<file path="config.mk">
export PLATFORM = sky130hd
export DESIGN_NAME = mix_columns_seq
export DESIGN_NICKNAME = d
export VERILOG_FILES = /design/src/rtl/aes_pkg.sv /design/src/rtl/mix_column_fwd.sv /design/src/rtl/mix_columns_seq.sv
export SDC_FILE = /design/constraint.sdc
export NUM_CORES = 1
export LEC_CHECK = 0
export ABC_AREA = 1
export BUFFER_PORTS_ARGS = -buffer_cell sky130_fd_sc_hd__buf_2
export CORE_ASPECT_RATIO = 1.1
export CORE_MARGIN = 2
export CORE_UTILIZATION = 38
export CTS_BUF_LIST = sky130_fd_sc_hd__clkbuf_2 sky130_fd_sc_hd__clkbuf_4 sky130_fd_sc_hd__clkbuf_8
export DETAILED_ROUTE_END_ITERATION = 12
export GPL_ROUTABILITY_DRIVEN = 0
export PLACE_DENSITY = 0.62
export SYNTH_ARGS = -nofsm -noshare
export SYNTH_HDL_FRONTEND = slang
export SYNTH_SLANG_ARGS = --single-unit
</file>
<file path="constraint.sdc">
create_clock -name clk -period 1.95 [get_ports clk]
set_clock_uncertainty 0.1 [all_clocks]
set_input_delay 0.195 -clock clk [delete_from_list [all_inputs] [get_ports clk]]
set_output_delay 0.195 -clock clk [all_outputs]
set_load 0.01 [all_outputs]
</file>
<file path="src/rtl/aes_pkg.sv">
// Shared AES round types and GF(2^8) helpers used by the MixColumns datapath.
package aes_pkg;

    typedef logic [7:0]   byte_t;
    typedef logic [31:0]  word_t;
    typedef logic [127:0] state_t;

    localparam byte_t AES_POLY_RED = 8'h1b;

    typedef enum logic [1:0] {IDLE, BUSY, DONE} mc_state_t;

    function automatic byte_t xtime(input byte_t x);
        return {x[6:0], 1'b0} ^ (x[7] ? AES_POLY_RED : 8'h00);
    endfunction

    // Column c occupies state[127-32c -: 32]; column 0 is the most significant word.
    function automatic word_t get_col(input state_t s, input logic [1:0] c);
        word_t w;
        case (c)
            2'd0:    w = s[127:96];
            2'd1:    w = s[95:64];
            2'd2:    w = s[63:32];
            default: w = s[31:0];
        endcase
        return w;
    endfunction

    function automatic state_t set_col(input state_t s, input logic [1:0] c, input word_t w);
        state_t r;
        r = s;
        case (c)
            2'd0:    r[127:96] = w;
            2'd1:    r[95:64]  = w;
            2'd2:    r[63:32]  = w;
            default: r[31:0]   = w;
        endcase
        return r;
    endfunction

endpackage

</file>
<file path="src/rtl/mix_column_fwd.sv">
// Combinational forward MixColumns on one 32-bit column (row 0 in the MS byte).
module mix_column_fwd
    import aes_pkg::*;
(
    input  word_t i_col,
    output word_t o_col
);

    byte_t w_a0, w_a1, w_a2, w_a3;
    byte_t w_x0, w_x1, w_x2, w_x3;

    assign w_a0 = i_col[31:24];
    assign w_a1 = i_col[23:16];
    assign w_a2 = i_col[15:8];
    assign w_a3 = i_col[7:0];

    assign w_x0 = xtime(w_a0);
    assign w_x1 = xtime(w_a1);
    assign w_x2 = xtime(w_a2);
    assign w_x3 = xtime(w_a3);

    // 3a is formed as xtime(a) ^ a, so each row reuses the four shared xtime results.
    assign o_col[31:24] = w_x0 ^ (w_x1 ^ w_a1) ^ w_a2 ^ w_a3;
    assign o_col[23:16] = w_a0 ^ w_x1 ^ (w_x2 ^ w_a2) ^ w_a3;
    assign o_col[15:8]  = w_a0 ^ w_a1 ^ w_x2 ^ (w_x3 ^ w_a3);
    assign o_col[7:0]   = (w_x0 ^ w_a0) ^ w_a1 ^ w_a2 ^ w_x3;

endmodule

</file>
<file path="src/rtl/mix_columns_seq.sv">
// Iterative forward MixColumns: accepts one state, transforms COLS_PER_CYCLE columns per
// clock in place, then presents the result with valid/ready hold. Bypass skips the transform.
module mix_columns_seq
    import aes_pkg::*;
#(
    parameter int COLS_PER_CYCLE = 1
) (
    input  logic         clk,
    input  logic         rst,
    input  logic         in_valid,
    output logic         in_ready,
    input  logic [127:0] in_state,
    input  logic         in_bypass,
    output logic         out_valid,
    input  logic         out_ready,
    output logic [127:0] out_state
);

    if (!(COLS_PER_CYCLE == 1 || COLS_PER_CYCLE == 2 || COLS_PER_CYCLE == 4)) begin : g_bad_cols
        $error("mix_columns_seq: COLS_PER_CYCLE must be 1, 2 or 4");
    end

    mc_state_t  r_state, w_state_nxt;
    logic [1:0] r_col, w_col_nxt;
    state_t     r_work, w_work_nxt;
    word_t      w_col_out [COLS_PER_CYCLE];

    for (genvar g = 0; g < COLS_PER_CYCLE; g++) begin : g_col
        logic [1:0] w_idx;
        word_t      w_col_in;
        assign w_idx    = r_col + 2'(g);
        assign w_col_in = get_col(r_work, w_idx);
        mix_column_fwd u_mix_column_fwd (
            .i_col (w_col_in),
            .o_col (w_col_out[g])
        );
    end

    always_comb begin
        // NOTE: every combinational output gets a default first, so no path can infer a latch.
        w_state_nxt = r_state;
        w_col_nxt   = r_col;
        w_work_nxt  = r_work;
        in_ready    = (r_state == IDLE) && !rst;
        out_valid   = (r_state == DONE);
        out_state   = r_work;
        case (r_state)
            IDLE: begin
                if (in_valid) begin
                    w_work_nxt  = in_state;
                    w_col_nxt   = '0;
                    w_state_nxt = in_bypass ? DONE : BUSY;
                end
            end
            BUSY: begin
                for (int g = 0; g < COLS_PER_CYCLE; g++) begin
                    w_work_nxt = set_col(w_work_nxt, r_col + 2'(g), w_col_out[g]);
                end
                if (int'(r_col) + COLS_PER_CYCLE == 4) begin
                    w_col_nxt   = '0;
                    w_state_nxt = DONE;
                end else begin
                    w_col_nxt = r_col + 2'(COLS_PER_CYCLE);
                end
            end
            DONE: begin
                if (out_ready) begin
                    w_state_nxt = IDLE;
                end
            end
            default: w_state_nxt = IDLE;
        endcase
    end

    // NOTE: registers use non-blocking assignments so every flop samples pre-edge values together.
    always_ff @(posedge clk) begin
        if (rst) begin
            r_state <= IDLE;
            r_col   <= '0;
            r_work  <= '0;
        end else begin
            r_state <= w_state_nxt;
            r_col   <= w_col_nxt;
            r_work  <= w_work_nxt;
        end
    end

endmodule

</file>
Word level (Yosys, flattened, before mapping)
Index checks and enable logic that the tools add are counted.

Add/subtract/negate cells: 2. $mul: 0. Div/mod/pow operators: 0. Magnitude comparators: 0. Equality and inequality tests: 12. Shift operators: 0. Muxes and demuxes: 19. Bitwise gates (word level): 20. Reduce and logical (&&, ||, !) cells: 12.

Operators by type and width (number): case mux 128 bit (2 select lines) (1); bitwise XOR 8 bit (20); 2-to-1 mux 128 bit (1); 2-to-1 mux 32 bit (4); case mux 32 bit (3 select lines) (1); 2-to-1 mux 5 bit (4); AND reduction 3 bit (5); 2-to-1 mux 2 bit (6); != test 2 x 1 -> 1 bit, second input constant (4); != test 2 bit, second input constant (3); case mux 2 bit (3 select lines) (1); equality test 2 x 1 -> 1 bit, second input constant (2); equality test 2 bit, second input constant (2); zero test 2 bit (2); case mux 2 bit (2 select lines) (1); adder 2 x 1 -> 3 bit, second input constant (1); equality test 3 bit, second input constant (1); OR reduction 3 bit (1); adder 2 x 1 -> 2 bit, second input constant (1); AND reduction 2 bit (1); nonzero test 2 bit (1); logical AND 1 bit (1); zero test 1 bit (1).

Flip-flop bits (word level): 132. Latch bits: 0. Bits in writable memories: 0. ROM bits: 0. Input bits: 133. Output and inout bits: 130. Logic and storage cells: 71. Memories kept: 0.

Logic depth before layout (Yosys ltp)
Gate-level depths: netlist (run 1).

Depth in word-level cells: 10. Mapped depth: 17. Mapped depth without buffers: 15.

Modules after synthesis
From an unflattened synthesis (run 1), not the netlist that was laid out.

Cell total of the unflattened synthesis: 1772. Area, all modules: 9614.2 sq um.

Modules (own cells, without submodules): mix_columns_seq (instances 1, cells each 1340, area each 7573.5 sq um, seq. area each 2642.5 sq um); mix_column_fwd (instances 1, cells each 432, area each 2040.7 sq um, seq. area each 0.0 sq um).

Least setup slack after synthesis (run 1)
OpenSTA, ideal clock, no wires.

Path kind: reg-to-reg. Start point: register r_col[0]. End point: register r_work[114], in the netlist out_state[114]. Library setup time: 0.122 ns. Arrival time: 1.822 ns. Data required time: 1.728 ns. Path slack: -0.094 ns. Cell stages (with the launch flop): 14. Buffers on the path: 2. Period minus slack after synthesis: 2.044 ns. Path through: dfxtp_1 -> inv_1 -> ha_1 -> buf_6 -> buf_6 -> nand2_1 -> nand2_1 -> o21bai_1 -> nand2_1 -> nand2_1 -> nand2_1 -> a21o_1 -> nand3_1 -> a21oi_1.

Longest elaborated chain between the ends: 8. Elaborated cells on any way between the ends: 14. Those cells by class: eq/ne (3); mux (3); bitwise (6); reduce/logical (2).

Ends and longest elaborated chain: start: declaration (RTL line mix_columns_seq.sv:24) `logic [1:0] r_col, w_col_nxt;`; start signal: assignment (RTL line mix_columns_seq.sv:83) `r_col <= w_col_nxt;`; equality test 2 bit (tied with other cells) (RTL line aes_pkg.sv:19) `case (c)`; case mux 32 bit (3 select lines) (RTL line aes_pkg.sv:19); bitwise XOR 8 bit (RTL line aes_pkg.sv:13) `return {x[6:0], 1'b0} ^ (x[7] ? AES_POLY_RED : 8'h00);`; bitwise XOR 8 bit (3 in series) (RTL line mix_column_fwd.sv:24) `assign o_col[23:16] = w_a0 ^ w_x1 ^ (w_x2 ^ w_a2) ^ w_a3;`; 2-to-1 mux 32 bit (RTL line aes_pkg.sv:31) `case (c)`; case mux 128 bit (2 select lines) (RTL line mix_columns_seq.sv:47) `case (r_state)`; end signal: assignment (RTL line mix_columns_seq.sv:84) `r_work <= w_work_nxt;`; end: declaration (RTL line mix_columns_seq.sv:25) `state_t r_work, w_work_nxt;`.

Parallel ways exist; a longest one is shown, timed or not. The select of a mux whose other input is x is not followed. A chain may end at the register's enable or synchronous reset.

Final worst setup path (run 1)
Start point: register r_col[0]. End point: register r_work[113], in the netlist out_state[113].

Longest elaborated chain between the ends: 9. Elaborated cells on any way between the ends: 16. Those cells by class: eq/ne (3); mux (5); bitwise (6); reduce/logical (2).

Ends and longest elaborated chain (RTL line): equality test 2 bit (tied with other cells) (aes_pkg.sv:19); case mux 32 bit (3 select lines) (aes_pkg.sv:19); 2-to-1 mux 5 bit (aes_pkg.sv:13); bitwise XOR 8 bit (aes_pkg.sv:13); bitwise XOR 8 bit (3 in series) (mix_column_fwd.sv:24); 2-to-1 mux 32 bit (aes_pkg.sv:31); case mux 128 bit (2 select lines) (mix_columns_seq.sv:47).

Parallel ways exist; a longest one is shown, timed or not. The select of a mux whose other input is x is not followed.

==> summary.txt, run 1 <==
Crit path max fanout = 6
Final setup viols = 128
Final WL = 44.1 mm
Worst setup margin = -384 ps
Max clock buf depth = 2
Synth warnings = 0
R2R Path Start = r_col[0]$_SDFFE_PP0P_
Sequential standard cell area = 2650 µm²
Peak supply drop = 0.607 mV
Least-Margin Pin Slew = 591 ps
Ys async rst share = 0%
Max-Cap Viols = 0
# IOs = 263
Post-Synthesis Net Count = 1561
Relative slew slack = 60.6%
Cell area after synthesis = 8590 µm²
Vias in the first global route = 11700
Final cycle utilization of the critical path = 120%
Routed vias = 12700
Fin crit period = 2330 ps
Avg Cell Area, Syn = 6.04 µm²
Fmax = 428 MHz
Sum of negative setup slack = -36390 ps
Critical Path RT = 2260 ps
Total gr overflow = 0
H-tree depth = 4
Port buffer count = 262
Rows = 57
Critical Path Start Type = register
EDFF count, synth = 0
Dpl hpwl = 29.3 mm
Iter 0 DRT Violations = 1492
Post-Syn Instances = 1423
# diodes = 0
Die height = 162 µm
Antenna violations before repair = 0
DRC violations left = 0
Pre-antenna DRT Iters = 5
Status = finished with violations
Placeable Area = 22200 µm²
Critical setup path kind = reg -> reg
Vias per inst = 5.66
Number of clock sinks = 132
Failing checks = setup timing
Die area = 23800 µm²
Largest net degree at the start of global routing = 130
Layout area overhead = 74.3%
First-pass GRT wire length = 63.3 mm
FILL cells = 1785
Synth Flop Type = dfxtp_1
Hold Fails Final Rpt = 0
Worst Hold Class = in -> reg
Synth cell types = 33
Most common cell after layout, fill and taps aside = nand2_1
Layout cells sized above 1 = 44.1%
Multi-input gate area = 6880 µm²
Lkg Pwr = 0.00711 µW
Die Span X = 147 µm
Worst skew pair latency = 480 ps
Pwr Total = 16500 µW
CP Launch Point = r_col[0]$_SDFFE_PP0P_
Antenna-violating nets left = 0
CP endpoint kind = register
Pwr dens = 1100 nW/µm²
Worst-path clk slew = 100 ps
RSZ-0062 raised after global routing = yes
Max Transition Viols Final = 0
Root Buffer = clkbuf_8
WP data arrival = 2640 ps
FF+latch count, synth = 132
Inserted Clock Buffers = 17
Initial Util = 38.7%
Beginning of the worst hold path = in_state[18]
Pre-CTS setup slack = -544 ps
Wire length per cell = 19.7 µm
CTS tree = yes
Tot GR Track Use = 34.2%
Commonest non-fill, non-tap cells in the layout = 395 x nand2_1, 262 x buf_2, 187 x a21oi_1, 137 x nand2_2, 132 x o21ai_0
Sequential-to-total area share from yosys stat = 30.8%
Nets@finish = 2070
what timing repair did:
item | in CTS | in global routing
hold buffers | 130 | 0
hold endpoints to repair | 129 | 0
cloned | 5 | 3
buffers inserted | 14 | 12
resized for setup | 216 | 232
endpoints found under the setup margin | 128 | 128
pin swaps | 49 | 83
worst max-delay path, stage by stage, from the launching register on:
cell	delay [ps]
dfxtp_4	420
inv_6	50
ha_4	190
buf_8	150
buf_6	110
nand2_2	60
nand2_2	70
o21bai_4	230
inv_2	100
buf_6	140
nand2_1	50
nand2_1	60
nand2_1	60
nand2_1	60
nand2_2	80
nand3_4	150
a21oi_2	170
report_power, final:
| group | switching, µW | leakage [µW] | total (µW) | internal, µW |
|---|---|---|---|---|
| clock network | 1470 | 0.000205 | 2450 | 985 |
| registers | 563 | 0.00110 | 3810 | 3240 |
| logic | 6210 | 0.00581 | 10300 | 4040 |
| total | 8240 | 0.00711 | 16500 | 8270 |
metrics by stage:
stage / util [%] / cells / hold WS [ps] / instance area [µm²]
global route: 67.5 / 2240 / 87.7 / 15000
floorplan: - / 1423 / 157 / 8670
finish: 67.5 / 2240 / 76.5 / 15000
global placement: 50.8 / 2045 / 321 / 11300
CTS: 63.1 / 2226 / 70.0 / 14000
detailed placement: 50.8 / 2045 / 319 / 11300
cells by family (layout without fill, tap and decap cells):
kind of cell             after synthesis  after routing  synth area share [%]
AO/OA/AOI/OAI                        433            434                  27.0
XOR/XNOR                               5              5                 0.510
adder cells (fa/ha/maj)                5              5                 0.728
buffers and inverters                131            652                  7.06
flip-flops                           132            132                  30.8
AND/OR/NAND/NOR                      717            717                  33.9
sequential cells by signal (all words and copies together) (netlist names):
signal     cells
r_state        2
r_col          2
out_state    128
cell type report:
type / instances / share of cell area, %
multi-input cells: 1161 / 45.9
repair buffers: 566 / 29.6
flip-flops and latches: 132 / 17.7
well taps: 295 / 2.47
clock buffers: 17 / 1.56
inverters: 54 / 1.54
clock inverters: 15 / 1.20
worst paths after layout:
| path | to | slack (ps) | cells after the start |
|---|---|---|---|
| max | out_state[113]$_SDFFE_PP0P_ | -380 | 16 |
| min | out_state[18]$_SDFFE_PP0P_ | 80 | 4 |
| max reg2reg | out_state[113]$_SDFFE_PP0P_ | -380 | 16 |
| min reg2reg | out_state[35]$_SDFFE_PP0P_ | 460 | 2 |
cell usage after synthesis, types with 3 or more instances:
master / instances / area share, %
nand2_2: 6 / 0.44
clkbuf_1: 53 / 2.3
buf_2: 8 / 0.47
nor2_4: 3 / 0.39
o21bai_2: 4 / 0.52
nand2_1: 554 / 24
dfxtp_1: 132 / 31
ha_1: 5 / 0.73
inv_1: 47 / 2.1
buf_6: 12 / 1.6
buf_4: 4 / 0.35
nand3_1: 60 / 3.5
nand3_2: 10 / 1.2
inv_2: 6 / 0.26
o21ai_0: 132 / 7.7
o21ai_1: 4 / 0.23
a21oi_1: 267 / 16
a21oi_2: 10 / 1.0
nor2_2: 15 / 1.1
o21bai_1: 6 / 0.52
nor2_1: 66 / 2.9
xnor2_1: 3 / 0.31
layer usage:
| metal | global-route usage [%] | share of wire (%) | up-vias |
|---|---|---|---|
| met5 | 0 | 0 | - |
| met4 | 17.0 | 5.3 | 0 |
| met3 | 6.88 | 11 | 200 |
| met2 | 55.0 | 46 | 879 |
| met1 | 43.7 | 38 | 5861 |
| li1 | - | - | 5731 |
(Power assumes the default switching activity.)
==> run 2, diff against run 1 <==
ABC_AREA = unset   (was 1)
BUFFER_PORTS_ARGS = unset   (was -buffer_cell sky130_fd_sc_hd__buf_2)
CTS_BUF_LIST = sky130_fd_sc_hd__clkbuf_16   (was sky130_fd_sc_hd__clkbuf_2 sky130_fd_sc_hd__clkbuf_4 sky130_fd_sc_hd__clkbuf_8)
DONT_BUFFER_PORTS = 1   (was unset)
PLACE_DENSITY = 0.52   (was 0.62)
==> run 2 against run 1 <==
The run ends with hold timing, setup timing left. Total power shrank 24%. Final cell count down 29%. Area after synthesis shrank 6.9%. Clock power is 44% higher. Maximum frequency decreased by 14%. Critical path type unchanged. Critical endpoint is now out_state[3]$_SDFFE_PP0P_.
==> summary.txt, run 2 <==
Status = finished with violations (unchanged)
Failing checks = hold timing, setup timing (was setup timing)
Avg Cell Area, Syn = 8.20 µm² (was 6.04 µm²)
Commonest non-fill, non-tap cells in the layout = 245 x buf_4, 130 x dfxtp_1, 127 x dlygate4sd3_1, 88 x o21ai_0, 53 x nand3_1 (was 395 x nand2_1, 262 x buf_2, 187 x a21oi_1, 137 x nand2_2, 132 x o21ai_0)
Layout area overhead = 70.2% (was 74.3%)
Critical setup path kind = reg -> reg (unchanged)
WP data arrival = 2890 ps (was 2640 ps)
Total gr overflow = 0 (unchanged)
Layout cells sized above 1 = 38.7% (was 44.1%)
Synth warnings = 0 (unchanged)
FILL cells = 1638 (was 1785)
Lkg Pwr = 0.00551 µW (was 0.00711 µW)
Worst Hold Class = in -> reg (unchanged)
CP endpoint kind = register (unchanged)
RSZ-0062 raised after global routing = yes (unchanged)
CTS tree = yes (unchanged)
Crit path max fanout = 8 (was 6)
Antenna violations before repair = 0 (unchanged)
Largest net degree at the start of global routing = 91 (was 130)
Ys async rst share = 0% (unchanged)
Synth area leaders = dfxtp_1 33%, o21ai_0 9.1%, xnor2_1 8.2% (was dfxtp_1 31%, nand2_1 24%, a21oi_1 16%)
Cell area after synthesis = 8000 µm² (was 8590 µm²)
DRC violations left = 0 (unchanged)
Initial Util = 38.7% (about the same)
Reg2reg setup slack = -770 ps (was -380 ps)
Peak supply drop = 0.731 mV (was 0.607 mV)
Post-Synthesis Net Count = 1113 (was 1561)
Critical Path RT = 2120 ps (was 2260 ps)
Least-Margin Pin Slew = 831 ps (was 591 ps)
Pwr dens = 918 nW/µm² (was 1100 nW/µm²)
Sequential power share = 26.2% (was 23.0%)
Final cycle utilization of the critical path = 140% (was 120%)
Most common cell after layout, fill and taps aside = buf_4 (was nand2_1)
Die Span X = 142 µm (was 147 µm)
CP Launch Point = r_col[1]$_SDFFE_PP0P_ (was r_col[0]$_SDFFE_PP0P_)
Routed vias = 9239 (was 12700)
Port buffer count = 0 (was 262)
Final WL = 35.3 mm (was 44.1 mm)
Worst skew pair latency = 430 ps (was 480 ps)
Synth cell types = 45 (was 33)
FF+latch count, synth = 132 (unchanged)
# diodes = 0 (unchanged)
Vias per inst = 5.84 (was 5.66)
Fin crit period = 2720 ps (was 2330 ps)
Gate power share = 45.7% (was 62.1%)
Fmax = 367 MHz (was 428 MHz)
Inserted Clock Buffers = 17 (unchanged)
Die area = 22200 µm² (was 23800 µm²)
Root Buffer = clkbuf_16 (was clkbuf_8)
Wire length per cell = 22.3 µm (was 19.7 µm)
Post-Syn Instances = 975 (was 1423)
Placeable Area = 20600 µm² (was 22200 µm²)
Antenna-violating nets left = 0 (unchanged)
Max Transition Viols Final = 0 (unchanged)
Psw = 4480 µW (was 8240 µW)
Rows = 55 (was 57)
Final core utilization = 65.9% (was 67.5%)
Nets@finish = 1452 (was 2070)
Pre-antenna DRT Iters = 6 (was 5)
Non-Filler Instances = 1583 (was 2240)
Worst setup margin = -773 ps (was -384 ps)
R2R Path Start = r_col[1]$_SDFFE_PP0P_ (was r_col[0]$_SDFFE_PP0P_)
Worst-path clk slew = 60 ps (was 100 ps)
Placed cell count = 1383 (was 2045)
Post-synth top area share = 33.0% (was 30.8%)
Critical path endpoint = out_state[3]$_SDFFE_PP0P_ (was out_state[113]$_SDFFE_PP0P_)
Iter 0 DRT Violations = 639 (was 1492)
Dpl hpwl = 23.1 mm (was 29.3 mm)
P_int = 8020 µW (was 8270 µW)
Critical Path Start Type = register (unchanged)
Max-Cap Viols = 0 (unchanged)
Hold slack = -3.52 ps (was 76.5 ps)
# IOs = 263 (unchanged)
EDFF count, synth = 0 (unchanged)
Relative slew slack = 44.4% (was 60.6%)
First-pass GRT wire length = 51.4 mm (was 63.3 mm)
Reg2reg end = out_state[3]$_SDFFE_PP0P_ (was out_state[113]$_SDFFE_PP0P_)
Leading area contributor after synthesis = dfxtp_1 (unchanged)
Max reg flops = 128 (unchanged)
Vias in the first global route = 8972 (was 11700)
Reg2Reg Depth = 10 (was 16)
Switching share of total power = 35.8% (was 49.9%)
Tot GR Track Use = 30.2% (was 34.2%)
Number of clock sinks = 132 (unchanged)
Commonest cells post-synth = 146 x o21ai_0, 132 x dfxtp_1, 91 x clkbuf_1, 75 x xnor2_1, 64 x a21oi_1 (was 554 x nand2_1, 267 x a21oi_1, 132 x dfxtp_1, 132 x o21ai_0, 66 x nor2_1)
Final setup viols = 128 (unchanged)
Synth Flop Type = dfxtp_1 (unchanged)
Clk pwr share = 28.2% (was 14.9%)
H-tree depth = 4 (unchanged)
Max clock buf depth = 2 (unchanged)
Die height = 156 µm (was 162 µm)
Hold Fails Final Rpt = 1 (was 0)
Sequential-to-total area share from yosys stat = 33.0% (was 30.8%)
Most frequent cell after synthesis = o21ai_0 (was nand2_1)
==> run 2: cell count changes after synthesis, moves of 38 or more <==
cell	before	now
a21oi_1	267	64
a31oi_1	0	44
and4_1	0	44
clkbuf_1	53	91
inv_1	47	9
nand2_1	554	53
nor2_1	66	17
o31ai_1	1	53
xnor2_1	3	75
xor2_1	2	49
==> run 2: power by group through the flow <==
stage	logic [µW]	registers [µW]	clock network, µW
global route	6020	3310	3670
CTS	5200	3270	3540
floorplan	2420	3430	0
global placement	4270	3320	0
finish	5700	3270	3520
detailed placement	4310	3320	0
==> run 2: worst max-delay path, cell delays in order (launching register included) <==
cell and delay [ps]:
dfxtp_4 370, inv_4 50, ha_4 240, buf_12 180, a222oi_1 460, buf_4 240, xor2_1 80, a21oi_1 230
xnor3_1 390, nand2_2 150, a221oi_2 70
==> run 2: worst min-delay path by stage <==
| stage | from | end | slack (ps) | cells past startpoint |
|---|---|---|---|---|
| global route | in_state[107] | out_state[107]$_SDFFE_PP0P_ | 10 | 3 |
| CTS | rst | out_state[3]$_SDFFE_PP0P_ | -280 | 1 |
| floorplan | out_ready | r_state[1]$_SDFFE_PP0P_ | 270 | 3 |
| finish | in_valid | r_col[0]$_SDFFE_PP0P_ | -4 | 3 |
| global placement | rst | r_col[0]$_SDFFE_PP0P_ | 170 | 1 |
| detailed placement | rst | r_col[0]$_SDFFE_PP0P_ | 170 | 1 |
==> run 2: final cells by class <==
| cell class | instances | area, µm² | area share (%) |
|---|---|---|---|
| Multi-Input combinational cell | 729 | 6020 | 44.3 |
| Clock inverter | 15 | 205 | 1.51 |
| Timing Repair Buffer | 424 | 3940 | 28.9 |
| Clock buffer | 17 | 425 | 3.12 |
| Sequential cell | 132 | 2650 | 19.5 |
| Inverter | 10 | 52.6 | 0.386 |
| Tap cell | 256 | 320 | 2.35 |
==> run 2: per-layer routing <==
metal / vias up / share of wire, % / GRT usage (%)
li1: 4319 / - / -
met1: 4440 / 41 / 38.3
met5: - / 0 / 0
met3: 55 / 7.8 / 6.91
met4: 0 / 2.3 / 9.29
met2: 425 / 48 / 51.0
==> run 2: repair_timing <==
| action | 4_1_cts | 5_1_grt |
|---|---|---|
| hold buffers | 119 | 8 |
| hold endpoints to repair | 127 | 9 |
| endpoints found under the setup margin | 128 | 128 |
| cloned | 1 | 1 |
| pin swaps | 96 | 58 |
| resized for setup | 115 | 76 |
| buffers inserted | 38 | 7 |
==> run 2: cells by family (layout without fill, tap and decap cells) <==
group | after synthesis | in the layout | synth area share, %
adders and majority gates | 5 | 5 | 0.782
xor gates and xnor gates | 129 | 129 | 14.9
and+or+nand+nor | 196 | 196 | 13.7
DFF | 132 | 132 | 33.0
AOI/OAI and AO/OA | 377 | 377 | 29.1
muxes | 22 | 22 | 2.83
buffers and inverters | 114 | 466 | 5.62
==> run 2: per-stage QoR <==
stage	setup slack, ps	setup TNS (ps)	cell area [µm²]	power (µW)	hold slack [ps]
after floorplan	-578	-59100	8250	5850	271
after global routing	-860	-99990	13600	13000	12.2
after CTS	-702	-81150	13100	12000	-275
after detailed placement	-927	-99120	10300	7630	172
after global placement	-873	-92420	10300	7600	168
final	-773	-86590	13600	12500	-3.52
